$ cat config.mk
export PLATFORM = sky130hd
export DESIGN_NAME = fifo_write_arbiter_flat
export DESIGN_NICKNAME = d
export VERILOG_FILES = /design/src/rtl/fifo_write_arbiter_if.sv /design/src/rtl/fifo_write_arbiter.sv /design/src/flat_wrapper.sv
export SDC_FILE = /design/constraint.sdc
export NUM_CORES = 1
export LEC_CHECK = 0
export ABC_AREA = 0
export BUFFER_PORTS_ARGS = -buffer_cell sky130_fd_sc_hd__buf_2
export CAP_MARGIN = 25
export CORE_MARGIN = 5
export CORE_UTILIZATION = 36
export CTS_CLUSTER_DIAMETER = 120
export DETAILED_ROUTE_END_ITERATION = 10
export MAX_ROUTING_LAYER = met4
export PLACE_DENSITY = 0.75
export SLEW_MARGIN = 20
export SYNTH_ARGS = -nofsm -noshare
export SYNTH_HDL_FRONTEND = slang
export SYNTH_SLANG_ARGS = --single-unit
$ cat constraint.sdc
create_clock -name clk -period 3.7 [get_ports clk]
set_input_delay 0.74 -clock clk [delete_from_list [all_inputs] [get_ports clk]]
set_output_delay 0.74 -clock clk [all_outputs]
set_load 0.005 [all_outputs]
$ cat src/rtl/fifo_write_arbiter_if.sv
`default_nettype none
// +--------------------------------------------------------------------------+
// | fifo_write_arbiter_if : requester/FIFO-side bundle for the write arbiter |
// | Rev 1.0                                                                  |
// +--------------------------------------------------------------------------+
interface fifo_write_arbiter_if #(
  parameter int Data_Width = 16,
  parameter int N_Req      = 4
);
  localparam int c_id_w = (N_Req > 1) ? $clog2(N_Req) : 1;

  logic [N_Req-1:0]            req;
  logic [N_Req*Data_Width-1:0] req_data;
  logic                        full_i;
  logic [N_Req-1:0]            gnt;
  logic                        w;
  logic [Data_Width-1:0]       data_in;
  logic                        busy;
  logic [c_id_w-1:0]           active_id;

  // master: requesters plus the FIFO full flag; slave: the arbiter
  modport master (
    output req, req_data, full_i,
    input  gnt, w, data_in, busy, active_id
  );

  modport slave (
    input  req, req_data, full_i,
    output gnt, w, data_in, busy, active_id
  );
endinterface
`default_nettype wire

$ cat src/rtl/fifo_write_arbiter.sv
`default_nettype none
// +--------------------------------------------------------------------------+
// | fifo_write_arbiter : round-robin arbiter sharing one FIFO write port      |
// | Optional burst lock enabled by defining FIFO_ARB_BURST_EN.               |
// | Rev 1.0                                                                  |
// +--------------------------------------------------------------------------+
module fifo_write_arbiter #(
  parameter int Data_Width = 16,
  parameter int N_Req      = 4,
  parameter int Burst_Len  = 4
) (
  input  wire logic              clk,
  input  wire logic              reset,
  fifo_write_arbiter_if.slave    bus
);
  localparam int                c_id_w = (N_Req > 1) ? $clog2(N_Req) : 1;
  localparam logic [c_id_w-1:0] c_last = c_id_w'(N_Req - 1);

  if (N_Req < 2 || Burst_Len < 1) begin : g_param_check
    $error("fifo_write_arbiter: N_Req must be >= 2 and Burst_Len >= 1");
  end

  logic [c_id_w-1:0]     r_ptr;
  logic [c_id_w-1:0]     w_ptr_next;
  logic [c_id_w-1:0]     r_active;
  logic [c_id_w-1:0]     w_active_next;
  logic                  w_found;
  logic [c_id_w-1:0]     w_found_idx;
  logic                  w_grant;
  logic [c_id_w-1:0]     w_grant_idx;
  logic [N_Req-1:0]      w_gnt;
  logic [Data_Width-1:0] w_data;

  // Modulo-N_Req increment; explicit wrap keeps non-power-of-2 counts in range
  function automatic logic [c_id_w-1:0] f_inc(input logic [c_id_w-1:0] v);
    return (v == c_last) ? '0 : v + 1'b1;
  endfunction

  // First requesting index at or after r_ptr, scanning upward with wrap
  always_comb begin
    logic [c_id_w-1:0] v_idx;
    w_found     = 1'b0;
    w_found_idx = '0;
    v_idx       = r_ptr;
    for (int i = 0; i < N_Req; i++) begin
      if (!w_found && bus.req[v_idx]) begin
        w_found     = 1'b1;
        w_found_idx = v_idx;
      end
      v_idx = f_inc(v_idx);
    end
  end

`ifdef FIFO_ARB_BURST_EN
  localparam int                 c_cnt_w = $clog2(Burst_Len + 1);
  localparam logic [c_cnt_w-1:0] c_burst = c_cnt_w'(Burst_Len);
  localparam logic [c_cnt_w-1:0] c_one   = c_cnt_w'(1);

  typedef enum logic [0:0] {
    IDLE = 1'b0,
    LOCK = 1'b1
  } state_t;

  state_t               r_state;
  state_t               w_state_next;
  logic [c_cnt_w-1:0]   r_cnt;
  logic [c_cnt_w-1:0]   w_cnt_next;
  logic [c_cnt_w-1:0]   w_cnt_inc;
  logic [c_id_w-1:0]    r_owner;
  logic [c_id_w-1:0]    w_owner_next;
  logic                 r_busy;

  assign w_cnt_inc = r_cnt + 1'b1;

  always_comb begin
    w_state_next  = r_state;
    w_cnt_next    = r_cnt;
    w_owner_next  = r_owner;
    w_ptr_next    = r_ptr;
    w_active_next = r_active;
    w_grant       = 1'b0;
    w_grant_idx   = '0;
    // full_i freezes everything, including a held lock and its beat count
    if (!reset && !bus.full_i) begin
      case (r_state)
        IDLE: begin
          if (w_found) begin
            w_grant       = 1'b1;
            w_grant_idx   = w_found_idx;
            w_active_next = w_found_idx;
            w_ptr_next    = f_inc(w_found_idx);
            if (Burst_Len > 1) begin
              w_state_next = LOCK;
              w_owner_next = w_found_idx;
              w_cnt_next   = c_one;
            end
          end
        end
        LOCK: begin
          if (bus.req[r_owner]) begin
            w_grant       = 1'b1;
            w_grant_idx   = r_owner;
            w_active_next = r_owner;
            w_cnt_next    = w_cnt_inc;
            if (w_cnt_inc == c_burst) begin
              w_state_next = IDLE;
              w_cnt_next   = '0;
              w_ptr_next   = f_inc(r_owner);
            end
          end else begin
            // owner went away: bubble cycle, release the port
            w_state_next = IDLE;
            w_cnt_next   = '0;
            w_ptr_next   = f_inc(r_owner);
          end
        end
        default: begin
          w_state_next = IDLE;
          w_cnt_next   = '0;
        end
      endcase
    end
  end

  always_ff @(posedge clk) begin
    if (reset) begin
      r_state <= IDLE;
      r_cnt   <= '0;
      r_owner <= '0;
      r_busy  <= 1'b0;
    end else begin
      r_state <= w_state_next;
      r_cnt   <= w_cnt_next;
      r_owner <= w_owner_next;
      r_busy  <= (w_state_next == LOCK);
    end
  end

  assign bus.busy = r_busy;
`else
  always_comb begin
    w_ptr_next    = r_ptr;
    w_active_next = r_active;
    w_grant       = 1'b0;
    w_grant_idx   = '0;
    if (!reset && !bus.full_i && w_found) begin
      w_grant       = 1'b1;
      w_grant_idx   = w_found_idx;
      w_active_next = w_found_idx;
      w_ptr_next    = f_inc(w_found_idx);
    end
  end

  assign bus.busy = 1'b0;
`endif

  always_ff @(posedge clk) begin
    if (reset) begin
      r_ptr    <= '0;
      r_active <= '0;
    end else begin
      r_ptr    <= w_ptr_next;
      r_active <= w_active_next;
    end
  end

  always_comb begin
    w_gnt  = '0;
    w_data = '0;
    if (w_grant) begin
      w_gnt[w_grant_idx] = 1'b1;
      w_data             = bus.req_data[w_grant_idx*Data_Width +: Data_Width];
    end
  end

  assign bus.gnt       = w_gnt;
  assign bus.w         = w_grant;
  assign bus.data_in   = w_data;
  assign bus.active_id = r_active;
endmodule
`default_nettype wire
$ cat src/flat_wrapper.sv
// flat-port wrapper written by rule: the top's interface ports become plain ports
module fifo_write_arbiter_flat 
#(
  parameter int Data_Width = 16,
  parameter int N_Req      = 4,
  parameter int Burst_Len  = 4
)
  (clk, reset, bus_req, bus_req_data, bus_full_i, bus_gnt, bus_w, bus_data_in, bus_busy, bus_active_id);
  fifo_write_arbiter_if #(.Data_Width(Data_Width), .N_Req(N_Req)) bus_i ();
  input  wire logic clk;
  input  wire logic reset;
  input wire logic [$bits(bus_i.req)-1:0] bus_req;
  input wire logic [$bits(bus_i.req_data)-1:0] bus_req_data;
  input wire logic [$bits(bus_i.full_i)-1:0] bus_full_i;
  output wire logic [$bits(bus_i.gnt)-1:0] bus_gnt;
  output wire logic [$bits(bus_i.w)-1:0] bus_w;
  output wire logic [$bits(bus_i.data_in)-1:0] bus_data_in;
  output wire logic [$bits(bus_i.busy)-1:0] bus_busy;
  output wire logic [$bits(bus_i.active_id)-1:0] bus_active_id;
  assign bus_i.req = bus_req;
  assign bus_i.req_data = bus_req_data;
  assign bus_i.full_i = bus_full_i;
  assign bus_gnt = bus_i.gnt;
  assign bus_w = bus_i.w;
  assign bus_data_in = bus_i.data_in;
  assign bus_busy = bus_i.busy;
  assign bus_active_id = bus_i.active_id;
  fifo_write_arbiter #(.Data_Width(Data_Width), .N_Req(N_Req), .Burst_Len(Burst_Len)) u_core (.clk(clk), .reset(reset), .bus(bus_i));
endmodule
==> run summary, run 1 <==
## Timing
• 0 ns — Setup TNS Final
• 0.000899 ns — Post-Route Skew
• no — setup repair after global routing missed its margin
• 3.37 ns — final critical delay including setup and external delays
• 0 — number of pins with negative max-slew slack in the final report
• 0.297 GHz — max frequency
• 0.496 ns — minimum hold slack
• 0.528 ns — slew at the pin with the worst max-slew slack
• 64.4% — max-slew headroom at the worst pin
• 0 — final count of hold timing violations
• 0 — count of final setup violators
• 91.0% — Final period util

## Synth
• 46 — distinct cell type count after synthesis
• 6.82% — proportion of synthesized chip area in sequential cells
• 0 — Synthesis Warnings
• 0.745% — area share of xor/xnor cells in the synthesized design
• mux2i_1 32%, o22ai_2 9.6%, dfxtp_1 6.8% — main area contributors after synthesis
• 29.6% — area fraction in compound gates after synthesis
• mux2i_1 — Synth area leader
• multiplexers — largest family of logic cells by synthesized area
• 0% — share of synthesized registers carrying an async set or reset
• 12.4% — simple-gate area share of the yosys netlist
• 1170 µm² — Syn Std Cell Area
• dfxtp_1 — flip-flop cell with the highest count after synthesis
• 127 — post-synthesis cell count
• 2.13% — post-synthesis share of cell area spent on full adders, half adders and majority gates
• 200 — Post-Synthesis Net Count
• 35.7% — multiplexer share of the synthesized area
• 4 — number of flip-flops and latches in the synthesized netlist
• 31.5% — area fraction of the dominant cell type after synthesis
• 9.25 µm² — Avg Inst Size Synth
• 0 — number of enable-type register cells in the synthesized netlist

## Pwr
• 730 nW/µm² — total power density per cell area
• 0.923 nW — Leakage Power
• 0.302 mV — maximum ir drop on the vdd rail

## Floorplanning
• 95 — IO Count
• 67.1 µm — Chip Height
• 67.1 µm — Chip Width
• 37.9% — effective utilization at floorplan
• 4510 µm² — Total Die Area
• 3100 µm² — Core Area
• 20 — # rows

## Clock network
• 0 — hold buffer count at CTS
• 3 — TritonCTS buffer count
• 0.04 ns — Worst-path clk slew
• 0.23 ns — latest clock arrival within the worst-skew pair
• 4 — sinks on the clock net
• 1 — H-tree level count
• 2 — number of buffers between clock root and the deepest sink
• built — clock tree from TritonCTS
• 0 — Post-CTS Repair Setup Buffers
• clkbuf_4 — Root Buffer Master
• 0 — cells resized by post-CTS repair

## Routing
• 13.9 µm — Wirelength per Cell
• 75 — drt first-iter violations
• 5.11 — via count normalized by instance count
• 0 — Routed Antenna Nets
• 3590 µm — DRT Wirelength
• 1319 — total number of vias
• 0 — remaining design rule violation count
• 4 — count of TritonRoute iterations in the first routing pass

## Final layout
• 57.0% — share of layout cells above drive strength 1
• buf_2 — most common cell after layout, fill and taps aside
• 0 — Antenna Diode Count
• 40.7% — layout overhead on the synthesized area
• 289 — nets@finish
• 93 x buf_2, 37 x mux2i_1, 10 x nor2_1 — most used cells in the layout excluding fill and tap cells
• 258 — number of standard cells in the layout, taps in and fillers out
• 312 — fillers

## Worst setup path
• u_core.r_ptr[0]$_SDFFE_PP0P_ — Worst setup startpoint
• output port — kind of end point of the critical path
• register to output port — category of the critical setup timing path
• register — startpoint class of the critical path
• 2.63 ns — Worst EP arrival
• 2.96 ns — WP data required
• u_core.r_ptr[0]$_SDFFE_PP0P_ — RR Startpoint
• 36 — largest fanout on the critical path

## Hold path
• u_core.bus.active_id[0]$_SDFFE_PP0P_ — Hold Crit Start
• register to register — path category of the worst min-delay check

## Flow run
• 0 — max-cap check violation count

## Global routing
• 37 — largest net degree at the start of global routing
• 6000 µm — global-route wire length before repair
• 1338 — number of global-route vias before repair
• 17.2% — overall routing resource usage
• 0 — global-route congestion overflow total
• 0 — antenna violations before repair

## Run status
• finished, final reports clean — result of the run

## Placement
• 93 — Port-buffer cells
• 3000 µm — HPWL reported at the end of detailed placement
• 255 — number of placed cells counting well taps
• 0.924 — RePlAce Congestion

==> logic make-up (layout without fill, tap and decap cells) <==
| logic type | Yosys count | count (layout) |
|---|---|---|
| buf+inv | 17 | 104 |
| other cells | 1 | 1 |
| simple gates | 26 | 26 |
| compound gates | 36 | 36 |
| flops | 4 | 4 |
| fa+ha+maj | 2 | 2 |
| mux | 40 | 40 |
| xor+xnor | 1 | 1 |
==> metrics by stage <==
step	worst slack [ns]	utilization, %	power, mW	area (µm²)
finish	0.332	53.3	1.21	1650
global route	0.115	53.3	1.32	1650
CTS	0.304	53.3	1.22	1650
detailed placement	0.378	52.5	1.16	1630
global placement	0.357	52.5	1.15	1630
floorplan	0.662	-	0.982	1170
==> power by group <==
group / switching [mW] / leakage (nW) / internal, mW / total [mW]
registers: 0.00679 / 0.0331 / 0.0583 / 0.0651
logic: 0.559 / 0.876 / 0.530 / 1.09
clock network: 0.0157 / 0.0138 / 0.0361 / 0.0518
==> layout make-up <==
class                      instances  area [µm²]  area share, %
tap                               44        55.1           3.33
timing repair buffer              98         515           31.2
clock buffer                       3        22.5           1.36
multi-input combinational        106         968           58.6
sequential                         4        80.1           4.84
inverter                           3        11.3          0.681
==> synthesized netlist by cell type, drive strengths merged (2+ instances only) <==
master	n
o211ai	2
mux2i	37
nand2	5
mux2	2
dfxtp	4
inv	3
a211oi	3
o22ai	17
nor2	10
buf	14
o21ai	2
ha	2
a21oi	2
==> worst max-delay path, stage by stage (launching register included) <==
cell	delay [ns]
dfxtp_1	0.30
ha_1	0.31
xnor2_1	0.25
mux2i_1	0.37
nand2_1	0.15
a41oi_4	0.22
buf_12	0.27
mux2i_1	0.28
o22ai_2	0.09
buf_2	0.14
==> sequential cells by signal, indices dropped and copies added (netlist names) <==
signal / flops
u_core.bus.active_id: 2
u_core.r_ptr: 2
==> worst paths after layout <==
check,end,slack [ns],cells past startpoint
max,bus_data_in[8],0.33,9
min,u_core.bus.active_id[0]$_SDFFE_PP0P_,0.50,2
max reg2reg,u_core.r_ptr[1]$_SDFFE_PP0P_,1.09,10
min reg2reg,u_core.bus.active_id[0]$_SDFFE_PP0P_,0.50,2
==> routing by layer <==
metal | global-route usage (%) | wire length [µm] | vias up
li1 | - | - | 671
met1 | 20.6 | 1380 | 579
met2 | 29.0 | 1820 | 65
met3 | 4.22 | 352 | 4
met4 | 4.05 | 32 | 0
met5 | - | 0 | -
(Power assumes the default switching activity.)
==> run 2: changes to the inputs <==
--- a/config.mk
+++ b/config.mk
@@ -14,6 +14,8 @@
 export DETAILED_ROUTE_END_ITERATION = 10
 export MAX_ROUTING_LAYER = met4
 export PLACE_DENSITY = 0.75
+export RECOVER_POWER = 100
+export SETUP_SLACK_MARGIN = 0.5
 export SLEW_MARGIN = 20
 export SYNTH_ARGS = -nofsm -noshare
 export SYNTH_HDL_FRONTEND = slang
==> run 2 against run 1 <==
Net effect:
- via count grew 10%
- hold slack gained 0.0081 ns
- critical path depth is the same
- critical path type is now input pin to output port
- largest power group unchanged
- highest routed layer unchanged
==> run summary, run 2 (synthesis gave the netlist of run 1 again) <==
## Timing
• 3.34 ns — final critical delay including setup and external delays
• 0 — number of pins with negative max-slew slack in the final report
• 0 — count of final setup violators
• 0.299 GHz — max frequency
• 90.3% — Final period util
• 0.00191 ns — Post-Route Skew
• yes — setup repair after global routing missed its margin
• 0 ns — Setup TNS Final
• 0 — final count of hold timing violations

## Global routing
• 20 — largest net degree at the start of global routing
• 18.6% — overall routing resource usage
• 6440 µm — global-route wire length before repair
• 0 — antenna violations before repair
• 1444 — number of global-route vias before repair
• 0 — global-route congestion overflow total

## Floorplanning
• 20 — # rows
• 3100 µm² — Core Area
• 4510 µm² — Total Die Area
• 67.1 µm — Chip Width
• 95 — IO Count
• 37.9% — effective utilization at floorplan
• 67.1 µm — Chip Height

## Worst setup path
• 12 — worst reg2reg path depth
• u_core.r_ptr[0]$_SDFFE_PP0P_ — RR Startpoint
• input pin — startpoint class of the critical path
• bus_req[3] — Worst setup startpoint
• bus_data_in[12] — last element of the critical path
• 2.60 ns — Worst EP arrival
• output port — kind of end point of the critical path
• 2.96 ns — WP data required
• u_core.r_ptr[1]$_SDFFE_PP0P_ — endpoint of the most critical register-to-register path
• 10 — largest fanout on the critical path
• input pin to output port — category of the critical setup timing path
• 1.01 ns — Reg2Reg Setup Slack

## Routing
• 0 — remaining design rule violation count
• 4620 µm — DRT Wirelength
• 16.6 µm — Wirelength per Cell
• 89 — drt first-iter violations
• 5.24 — via count normalized by instance count
• 1456 — total number of vias
• 356 µm — routed wl met3
• met4 — highest metal layer with signal wires
• 0 — Routed Antenna Nets
• 4 — count of TritonRoute iterations in the first routing pass
• 2410 µm — WL met2
• 1810 µm — Routed met1 length

## Pwr
• 885 nW/µm² — total power density per cell area
• 1.01 nW — Leakage Power
• 0.487 mV — maximum ir drop on the vdd rail

## Final layout
• 279 — fillers
• 77 x buf_2, 21 x mux2i_1, 14 x mux2i_2 — most used cells in the layout excluding fill and tap cells
• 0 — Antenna Diode Count
• 68.0% — utilization after layout
• 79.7% — layout overhead on the synthesized area
• 65.8% — share of layout cells above drive strength 1
• 309 — nets@finish
• buf_2 — most common cell after layout, fill and taps aside

## Clock network
• built — clock tree from TritonCTS
• 0.23 ns — latest clock arrival within the worst-skew pair
• clkbuf_4 — Root Buffer Master
• 1 — H-tree level count
• 0.04 ns — Worst-path clk slew
• 2 — number of buffers between clock root and the deepest sink
• 3 — TritonCTS buffer count
• 4 — sinks on the clock net

## Flow run
• 0 — max-cap check violation count

## Hold path
• register to register — path category of the worst min-delay check

## Placement
• 93 — Port-buffer cells
• 3000 µm — HPWL reported at the end of detailed placement
• 0.924 — RePlAce Congestion

## Run status
• finished, final reports clean — result of the run

[run 2: cell count changes in the layout (fill, tap and decap cells not counted), moves of 3 or more]
cell | before | now
buf_6 | 0 | 3
mux2i_2 | 0 | 14
clkbuf_16 | 0 | 3
buf_4 | 4 | 12
buf_2 | 93 | 77
clkbuf_1 | 0 | 11
mux2i_1 | 37 | 21
clkbuf_4 | 3 | 6
[run 2: layout make-up]
class	count	area, µm²	share of cell area (%)
Multi-Input combinational cell	107	1160	54.8
Tap cell	44	55.1	2.61
Clock buffer	3	22.5	1.07
Inverter	3	11.3	0.533
Sequential cell	4	81.3	3.85
Timing Repair Buffer	117	783	37.1
[run 2: repair_timing]
item / in CTS / in global routing
buffers inserted: 7 / 7
setup endpoints to repair: 20 / 20
gates cloned: 2 / 4
hold buffers: 0 / 0
resized for setup: 12 / 42
pin swaps: 5 / 7
[run 2: routing by layer]
layer,vias up,track usage [%]
met4,0,4.81
met3,6,4.22
li1,711,-
met1,661,21.4
met2,78,32.1
met5,-,-
[run 2: worst min path at each step]
stage	from	end	cells after the start
floorplan	u_core.bus.active_id[0]$_SDFFE_PP0P_	u_core.bus.active_id[0]$_SDFFE_PP0P_	2
CTS	u_core.bus.active_id[1]$_SDFFE_PP0P_	u_core.bus.active_id[1]$_SDFFE_PP0P_	2
finish	u_core.bus.active_id[0]$_SDFFE_PP0P_	u_core.bus.active_id[0]$_SDFFE_PP0P_	2
global route	u_core.bus.active_id[1]$_SDFFE_PP0P_	u_core.bus.active_id[1]$_SDFFE_PP0P_	2
detailed placement	u_core.bus.active_id[1]$_SDFFE_PP0P_	u_core.bus.active_id[1]$_SDFFE_PP0P_	2
global placement	u_core.bus.active_id[1]$_SDFFE_PP0P_	u_core.bus.active_id[1]$_SDFFE_PP0P_	2
[run 2: where the power goes]
group,switching [mW],internal [mW]
Clock,0.0161,0.0362
Combinational,0.778,0.966
Sequential,0.0130,0.0595
[run 2: through the flow]
stage                     std cells  hold slack [ns]  setup slack (ns)  total power [mW]  area, µm²
after floorplan                 127            0.489             0.662             0.982       1170
after global placement          255            0.494             0.357              1.15       1630
after detailed placement        255            0.495             0.378              1.16       1630
after CTS                       267            0.499             0.492              1.51       1810
after global routing            278            0.555             0.249              1.98       2110
final                           278            0.504             0.359              1.87       2110
[run 2: critical path, stage by stage]
cell and delay (ns):
clkbuf_4 0.16, mux2_4 0.29, a22o_4 0.29, o221ai_2 0.15, a21boi_0 0.34, nand2b_4 0.25, clkbuf_16 0.17, o22ai_1 0.08
buf_2 0.13
